**config.mk**
```make
export PLATFORM = sky130hd
export DESIGN_NAME = decode_stage_nw
export DESIGN_NICKNAME = d
export VERILOG_FILES = /design/src/rtl/typedefs.sv /design/src/rtl/decode_stage_nw.sv
export SDC_FILE = /design/constraint.sdc
export NUM_CORES = 1
export LEC_CHECK = 0
export ABC_AREA = 1
export CORE_UTILIZATION = 30
export DETAILED_ROUTE_END_ITERATION = 16
export SYNTH_ARGS = -nofsm -noshare
export SYNTH_HDL_FRONTEND = slang
export SYNTH_SLANG_ARGS = --single-unit
```
**constraint.sdc**
```tcl
create_clock -name clk -period 13.2 [get_ports clk]
set_input_delay 1.98 -clock clk [delete_from_list [all_inputs] [get_ports clk]]
set_output_delay 1.98 -clock clk [all_outputs]
set_load 0.1 [all_outputs]
```
**src/rtl/typedefs.sv**
```systemverilog
// Shared payload types for the decode stage and its neighbours.
package typedefs;

    // One decoded instruction lane as handed to rename.
    typedef struct packed {
        logic [31:0] pc;
        logic [31:0] imm;
        logic [6:0]  funct7;
        logic [4:0]  rs2;
        logic [4:0]  rs1;
        logic [2:0]  funct3;
        logic [4:0]  rd;
        logic [6:0]  opcode;
        logic [1:0]  alu_op;
        logic        alu_src;
        logic        reg_write;
        logic        mem_read;
        logic        mem_write;
        logic        mem_to_reg;
    } instStruct;

endpackage

```
**src/rtl/decode_stage_nw.sv**
```systemverilog
// N-wide decode stage between fetch/decode and rename: per-lane decode into
// instStruct, valid/ready handshake through an output register plus skid register.
module decode_stage_nw #(
    parameter int unsigned WIDTH    = 2,
    parameter bit          SIGN_EXT = 1'b1,
    parameter int unsigned CNT_W    = 32
) (
    input  logic                                clk,
    input  logic                                reset,
    input  logic                                flush,
    input  logic                                in_valid,
    output logic                                in_ready,
    input  logic [WIDTH-1:0]                    in_lane_mask,
    input  logic [WIDTH*32-1:0]                 in_inst,
    input  logic [WIDTH*32-1:0]                 in_pc,
    output logic                                out_valid,
    input  logic                                out_ready,
    output logic [WIDTH-1:0]                    out_lane_mask,
    output typedefs::instStruct [WIDTH-1:0]     out_inst,
    output logic [WIDTH-1:0]                    out_illegal,
    output logic                                illegal_seen,
    output logic [CNT_W-1:0]                    decoded_count
);

    localparam logic [6:0] OP_R     = 7'b0110011;
    localparam logic [6:0] OP_I     = 7'b0010011;
    localparam logic [6:0] OP_LOAD  = 7'b0000011;
    localparam logic [6:0] OP_STORE = 7'b0100011;

    typedef enum logic [1:0] {S_EMPTY, S_FULL, S_SKID} state_e;

    state_e                          state_q;
    logic                            in_ready_q;
    logic                            out_valid_q;
    logic [WIDTH-1:0]                out_mask_q;
    typedefs::instStruct [WIDTH-1:0] out_inst_q;
    logic [WIDTH-1:0]                out_ill_q;
    logic [WIDTH-1:0]                skid_mask_q;
    typedefs::instStruct [WIDTH-1:0] skid_inst_q;
    logic [WIDTH-1:0]                skid_ill_q;
    logic                            seen_q;
    logic [CNT_W-1:0]                count_q;

    typedefs::instStruct [WIDTH-1:0] dec_d;
    logic [WIDTH-1:0]                ill_d;
    logic [CNT_W-1:0]                count_d;
    logic [CNT_W-1:0]                pop_c;
    logic                            in_xfer;
    logic                            out_xfer;

    function automatic logic [31:0] ext12(input logic [11:0] v);
        return SIGN_EXT ? {{20{v[11]}}, v} : {20'd0, v};
    endfunction

    function automatic logic is_legal(input logic [6:0] op);
        return (op == OP_R) || (op == OP_I) || (op == OP_LOAD) || (op == OP_STORE);
    endfunction

    // Fields are parsed for every opcode; control only for the supported set.
    function automatic typedefs::instStruct decode_lane(input logic [31:0] w,
                                                        input logic [31:0] pc);
        typedefs::instStruct d;
        d        = '0;
        d.opcode = w[6:0];
        d.rd     = w[11:7];
        d.funct3 = w[14:12];
        d.rs1    = w[19:15];
        d.rs2    = w[24:20];
        d.funct7 = w[31:25];
        d.pc     = pc;
        case (w[6:0])
            OP_R: begin
                d.alu_op    = 2'b10;
                d.reg_write = 1'b1;
            end
            OP_I: begin
                d.imm       = ext12(w[31:20]);
                d.alu_op    = 2'b11;
                d.alu_src   = 1'b1;
                d.reg_write = 1'b1;
            end
            OP_LOAD: begin
                d.imm        = ext12(w[31:20]);
                d.mem_read   = 1'b1;
                d.mem_to_reg = 1'b1;
                d.alu_src    = 1'b1;
                d.reg_write  = 1'b1;
            end
            OP_STORE: begin
                d.imm       = ext12({w[31:25], w[11:7]});
                d.mem_write = 1'b1;
                d.alu_src   = 1'b1;
            end
            default: ;
        endcase
        if (w[11:7] == 5'd0) d.reg_write = 1'b0;
        return d;
    endfunction

    always_comb begin
        for (int i = 0; i < WIDTH; i++) begin
            dec_d[i] = '0;
            ill_d[i] = 1'b0;
            if (in_lane_mask[i]) begin
                dec_d[i] = decode_lane(in_inst[32*i +: 32], in_pc[32*i +: 32]);
                ill_d[i] = !is_legal(in_inst[32*i +: 7]);
            end
        end
    end

    always_comb begin
        pop_c = '0;
        for (int i = 0; i < WIDTH; i++) begin
            pop_c = pop_c + CNT_W'(out_mask_q[i]);
        end
        count_d = count_q + pop_c;
    end

    assign in_xfer  = in_valid & in_ready_q;
    assign out_xfer = out_valid_q & out_ready;

    // Buffer FSM; in_ready/out_valid are kept as registers alongside the state.
    always_ff @(posedge clk or posedge reset) begin
        if (reset) begin
            state_q     <= S_EMPTY;
            in_ready_q  <= 1'b1;
            out_valid_q <= 1'b0;
            out_mask_q  <= '0;
            out_inst_q  <= '0;
            out_ill_q   <= '0;
            skid_mask_q <= '0;
            skid_inst_q <= '0;
            skid_ill_q  <= '0;
            seen_q      <= 1'b0;
            count_q     <= '0;
        end else if (flush) begin
            state_q     <= S_EMPTY;
            in_ready_q  <= 1'b1;
            out_valid_q <= 1'b0;
        end else begin
            if (out_xfer) begin
                count_q <= count_d;
                if (|out_ill_q) seen_q <= 1'b1;
            end
            case (state_q)
                S_EMPTY: begin
                    if (in_xfer) begin
                        out_mask_q  <= in_lane_mask;
                        out_inst_q  <= dec_d;
                        out_ill_q   <= ill_d;
                        out_valid_q <= 1'b1;
                        state_q     <= S_FULL;
                    end
                end
                S_FULL: begin
                    if (in_xfer && out_ready) begin
                        out_mask_q <= in_lane_mask;
                        out_inst_q <= dec_d;
                        out_ill_q  <= ill_d;
                    end else if (in_xfer) begin
                        skid_mask_q <= in_lane_mask;
                        skid_inst_q <= dec_d;
                        skid_ill_q  <= ill_d;
                        in_ready_q  <= 1'b0;
                        state_q     <= S_SKID;
                    end else if (out_ready) begin
                        out_valid_q <= 1'b0;
                        state_q     <= S_EMPTY;
                    end
                end
                S_SKID: begin
                    if (out_ready) begin
                        out_mask_q <= skid_mask_q;
                        out_inst_q <= skid_inst_q;
                        out_ill_q  <= skid_ill_q;
                        in_ready_q <= 1'b1;
                        state_q    <= S_FULL;
                    end
                end
                default: begin
                    state_q     <= S_EMPTY;
                    in_ready_q  <= 1'b1;
                    out_valid_q <= 1'b0;
                end
            endcase
        end
    end

    assign in_ready      = in_ready_q;
    assign out_valid     = out_valid_q;
    assign out_lane_mask = out_mask_q;
    assign out_inst      = out_inst_q;
    assign out_illegal   = out_ill_q;
    assign illegal_seen  = seen_q;
    assign decoded_count = count_q;

    a_out_stable: assert property (@(posedge clk) disable iff (reset)
        (out_valid && !out_ready && !flush) |=>
            (out_valid && $stable(out_lane_mask) && $stable(out_inst) && $stable(out_illegal)));

    a_no_accept_in_skid: assert property (@(posedge clk) disable iff (reset)
        (state_q == S_SKID) |-> !(in_valid && in_ready));

    a_illegal_in_mask: assert property (@(posedge clk) disable iff (reset)
        ((out_illegal & ~out_lane_mask) == '0));

endmodule
```
# Yosys cells after proc, flatten, opt, wreduce, memory -nomap -nowiden
# Cells that the tools add are included.
# word_totals
register_bits	457
mem_count	0
output_inout_bits	245
word_cells	168
rom_bits	0
ram_bits	0
latchBits	0
# classes
reduce_logical	27
n_eq_ne	22
bitwise	4
div_mod_pow	0
muxes	48
order_cmp	0
add_sub_neg	2
n_mul	0
n_shift	0
# ops
op	n
two-way mux 206 bit	3
one-hot mux 206 bit (3 select lines)	1
two-way mux 103 bit	2
one-hot mux 32 bit (2 select lines)	2
adder 32 x 2 -> 32 bit	1
== test 7 x 6 -> 1 bit, second input constant	4
two-way mux 2 bit	12
two-way mux 1 bit	21
inequality test 3 bit, second input constant	6
one-hot mux 2 bit (3 select lines)	3
== test 7 x 2 -> 1 bit, second input constant	2
== test 7 x 5 -> 1 bit, second input constant	2
AND reduction 4 bit	3
OR reduction 3 bit	4
zero test 5 bit	2
inequality test 2 bit, second input constant	5
AND reduction 5 bit	2
one-hot mux 2 bit (2 select lines)	2
logical OR 1 bit	6
one-hot mux 1 bit (3 select lines)	2
OR reduction 2 bit	3
inequality test 4 bit, second input constant	1
AND reduction 3 bit	1
nonzero test 3 bit	1
9 further kinds	12

# Depth between registers and ports, before layout
# depth
depth_word	8
depth_mapped	13
ltp_nobuf	13

# Least setup slack after synthesis
# No wires, ideal clock.
# synth_timing
path_kind	flip-flop to output port
startpoint	reg out_inst[172] (netlist name)
endpoint	out out_inst[154] (netlist name)
path_slack_ns	9.564
arrival_time_ns	1.656
path_stages_with_launch	2
cell_sequence	dfrtp_1 > buf_4
# synth_lines
element	line_no	source
to (decl)	decode_stage_nw.sv:19	output typedefs::instStruct [WIDTH-1:0] out_inst,

# Worst setup path after layout
# layout_timing
startpoint	in flush
endpoint	reg skid_inst_q[48] (netlist name)
# layout_via
elab_chain_cells	2
# layout_rtl
element	line_no	source
from (decl)	decode_stage_nw.sv:10	input logic flush,
inverter 1 bit (no line)	--	
AND reduction 4 bit (no line)	--	
to (signal assigned)	decode_stage_nw.sv:132	skid_inst_q <= '0;
to (signal assigned)	decode_stage_nw.sv:162	skid_inst_q <= dec_d;
to (decl)	decode_stage_nw.sv:39	typedefs::instStruct [WIDTH-1:0] skid_inst_q;
# No other way between the ends.
# A chain may end at the register's enable or synchronous reset.

==> flow_summary.rst <==
.. list-table::
   :header-rows: 1

   * - Metric
     - Value
   * - Transition time at the pin with the least slew margin
     - 1.29 ns
   * - Register area share after synthesis
     - 54.1%
   * - CTS sink count
     - 373
   * - CTS tree
     - yes
   * - Maximum operating frequency
     - 0.216 GHz
   * - Total CTS buffers
     - 46
   * - Buf/Inv on CP
     - 2
   * - Later-pin clock latency in the skew report
     - 0.58 ns
   * - Total number of placement rows
     - 87
   * - Hold Vio Cnt, Final
     - 0
   * - Layout Skew
     - 0.0125 ns
   * - Standard cell with the maximum stage delay on the critical path
     - inv_2
   * - Signal arrival time at the worst endpoint
     - 5.13 ns
   * - Cell type group with the largest total delay on the critical path
     - buffers and inverters
   * - Category of the worst setup path launch point
     - primary input
   * - Fin. max-slew vios
     - 0
   * - Average vias per placed instance
     - 4.78
   * - Average detailed-routed wire length per instance
     - 16.9 um
   * - Chip height
     - 242 um
   * - Worst hold slack
     - 0.479 ns
   * - Setup TNS
     - 0 ns
   * - Pwr dens
     - 251 nW/um^2
   * - Maximum level of the CTS H-tree
     - 2
   * - Core ar.
     - 56,600 sq um
   * - Gr ovfl total
     - 0
   * - Number of library cell types mapped by synthesis
     - 39
   * - Global-route wire length before repair
     - 85.3 mm
   * - Via count of the first global-routing pass
     - 14,900
   * - Type of the tightest min-delay check
     - flip-flop to flip-flop
   * - Leakage power summed over all cells
     - 11.0 nW
   * - Detail Placement HPWL
     - 35.1 mm
   * - Vias after detailed routing
     - 15,200
   * - Die boundary width
     - 242 um
   * - Switching power share of the total
     - 49.7%
   * - Number of violations of the max-capacitance limit
     - 0
   * - Internal power of the cells
     - 2.88 mW
   * - Post-cts gate resize count
     - 0
   * - Maximum number of buffers from clock root to sink
     - 3
   * - Synthesized netlist cell count
     - 2,104
   * - Boundary Pins
     - 380
   * - Net switching power
     - 2.84 mW
   * - Area of the die
     - 58,500 sq um
   * - Kind of critical path
     - primary input to flip-flop
   * - Area Growth Syn to Fin
     - 32.0%
   * - Number of synthesized register bits
     - 373
   * - Count of unresolved DRC violations after routing
     - 0
   * - Count of hold-fix buffers inserted at cts
     - 0
   * - Post-Syn Nets
     - 2,241
   * - Tcrit/Tclk final
     - 35.1%
   * - Relative contribution of combinational cells to total power
     - 47.1%
   * - Clock network power share
     - 22.4%
   * - Port buffer count
     - 379
   * - Post-synthesis instance area
     - 17,300 sq um
   * - Routed Wire Length
     - 53.4 mm
   * - Cell accounting for the most synthesized area
     - dfrtp_1
   * - Post-route total power
     - 5.72 mW
   * - Proportion of netlist area held by the largest area contributor
     - 53.9%
   * - YS warnings
     - 0
   * - Number of post-CTS setup repair buffers
     - 0
   * - Run status
     - completed
   * - Largest cells by area after synthesis
     - dfrtp_1 54%, nand2_1 18%, o21ai_0 4.2%
   * - Number of antenna violations at the first check in global routing
     - 7
   * - Ordered list of cells on the worst path
     - clkdlybuf4s50_1 -> nor2_1 -> nand2_8 -> inv_2 -> nand3_1 -> o21ai_0
   * - Routability congestion estimate from global placement
     - 0.854
   * - First-pass iteration count of the detailed router
     - 7
   * - Max IR drop VDD
     - 0.000210 V
   * - Sequential share of power
     - 30.5%
   * - Final-report setup violation count
     - 0
   * - Slack of the worst reg-to-reg path
     - 9.66 ns
   * - Data required, critical path
     - 13.69 ns
   * - FFs w/ async S/R, synth
     - 100%
   * - Mean instance size in the synthesized netlist
     - 8.20 sq um
   * - Post-detailed-route count of antenna-violating nets
     - 0
   * - Total routing resource utilization after global routing
     - 18.1%
   * - Number of flops mapped to enable cells by yosys
     - 0
   * - Clock transition at the registers of the reported paths
     - 0.06 ns
   * - Maximum number of pins on one net before global-route repair
     - 181
   * - Top fanout value on the critical path
     - 131
   * - RSZ-0062 raised after global routing
     - no
   * - Cell at the root of the clock tree
     - clkbuf_16
   * - Number of DRC markers in iteration 0
     - 854
   * - Total of fill cells in the finished design
     - 5,686
   * - Nets@finish
     - 2,514
   * - Max stage delay on crit path
     - 1.16 ns
   * - Fraction of layout instances using a drive strength above 1
     - 4.64%
   * - Effective utilization at floorplan
     - 30.5%
   * - Kind of end point of the critical path
     - flip-flop
   * - Clock period minus worst slack
     - 4.63 ns
   * - Max_slew headroom
     - 14.0%
   * - Top flip-flop cell by instance count after synthesis
     - dfrtp_1
==> sequential cells by signal, summed over array words and instances, names as in the netlist <==
register / cells
decoded_count: 32
illegal_seen: 1
in_ready: 1
out_illegal: 2
out_inst: 164
out_lane_mask: 2
out_valid: 1
skid_ill_q: 2
skid_inst_q: 164
skid_mask_q: 2
state_q: 2
==> cell usage in the layout (no fill, tap or decap), types with 6 or more instances in the layout <==
cell type        netlist  layout
clkinv_2               0       6
o21ai_1               31      31
clkdlybuf4s50_1        0     374
o21ai_0              145     145
nor2_1               121     121
o22ai_1               17      17
o31ai_1                7       7
buf_4                 47      13
dfrtp_1              372     372
clkbuf_16              0      47
inv_1                100      99
a21oi_1               19      19
a22oi_1               15      15
nand2_1              840     840
nand4_1               11      11
o211ai_1              92      92
clkbuf_1              44      14
clkbuf_8               0      11
o211ai_2               8       8
xor2_1                12      12
nand3_1              104     104
==> worst reg2reg max path: stages (launching register included) <==
cell	delay [ns]
dfrtp_1	0.46
nor2_4	0.13
buf_4	0.38
nand2_1	0.17
nand4_4	0.16
buf_4	0.87
buf_4	0.91
nor2_1	0.18
nand2_1	0.11
nand2_1	0.05
==> Yosys cell counts (2+ instances only) <==
| master | instances |
|---|---|
| nand4_1 | 11 |
| buf_2 | 68 |
| o31ai_1 | 7 |
| nor2_1 | 121 |
| nand2_1 | 840 |
| buf_6 | 2 |
| buf_4 | 47 |
| o211ai_1 | 92 |
| o21ai_1 | 31 |
| buf_1 | 3 |
| a22oi_1 | 15 |
| inv_1 | 100 |
| clkbuf_1 | 44 |
| xnor2_1 | 5 |
| nand3_1 | 104 |
| nor3b_1 | 3 |
| dfrtp_1 | 372 |
| clkinv_1 | 3 |
| a21oi_1 | 19 |
| xor2_1 | 12 |
| nor3_1 | 4 |
| nand3b_1 | 5 |
| inv_2 | 6 |
| o21ai_0 | 145 |
| o211ai_2 | 8 |
| o22ai_1 | 17 |
| nor2_2 | 6 |
| o21bai_1 | 3 |
==> area by class of cell <==
cell class                      instances  area (sq um)  share of cell area [%]
Antenna cell                            1          2.50                  0.0110
Tap cell                              756           946                    4.15
Timing Repair Buffer                  389          3870                    17.0
Inverter                              109           429                    1.88
Clock buffer                           72          1380                    6.06
Multi-Input combinational cell       1458          6650                    29.2
Sequential cell                       373          9340                    41.0
Clock inverter                         13           169                   0.742
==> logic make-up after synthesis <==
logic type	synth area share (%)
buffers and inverters	7.54
AOI/OAI and AO/OA	12.1
and+or+nand+nor	25.2
xor gates and xnor gates	0.863
adders and majority gates	0.189
DFF	54.1
==> power groups by stage <==
stage	Combinational (mW)	Sequential (mW)	Clock [mW]
6_report	2.69	1.74	1.28
5_1_grt	2.82	1.79	1.37
4_1_cts	2.71	1.74	1.32
3_5_place_dp	2.71	1.75	0
3_3_place_gp	2.68	1.75	0
2_1_floorplan	0.768	3.03	0
==> final timing paths <==
kind                                          end  cells after the start          start
max in group asynchronous         skid_inst_q[29]                      4          reset
worst max register to register       out_inst[39]                      9     state_q[0]
worst min register to register      out_inst[111]                      2  out_inst[111]
min in group asynchronous       decoded_count[18]                      2          reset
worst min-delay path                out_inst[111]                      2  out_inst[111]
worst max-delay path              skid_inst_q[48]                      6          flush
==> stage by stage <==
stage / cell area [sq um] / util, % / setup slack, ns / cells
after global routing: 22800 / 40.2 / 8.26 / 3170
after CTS: 22800 / 40.2 / 8.48 / 3170
after detailed placement: 21200 / 37.5 / 8.00 / 3085
final: 22800 / 40.2 / 8.57 / 3171
after floorplan: 17300 / - / 0.863 / 2104
after global placement: 21200 / 37.5 / 8.13 / 3085
==> layer usage <==
layer  share of wire (%)  routed length [um]  track usage (%)
met1                  43               23200             23.7
met2                  45               24100             28.0
met3                 8.2                4400             6.19
met4                 3.0                1590             6.01
met5                0.17                  90                0
Power figures use the tool's default switching activity.
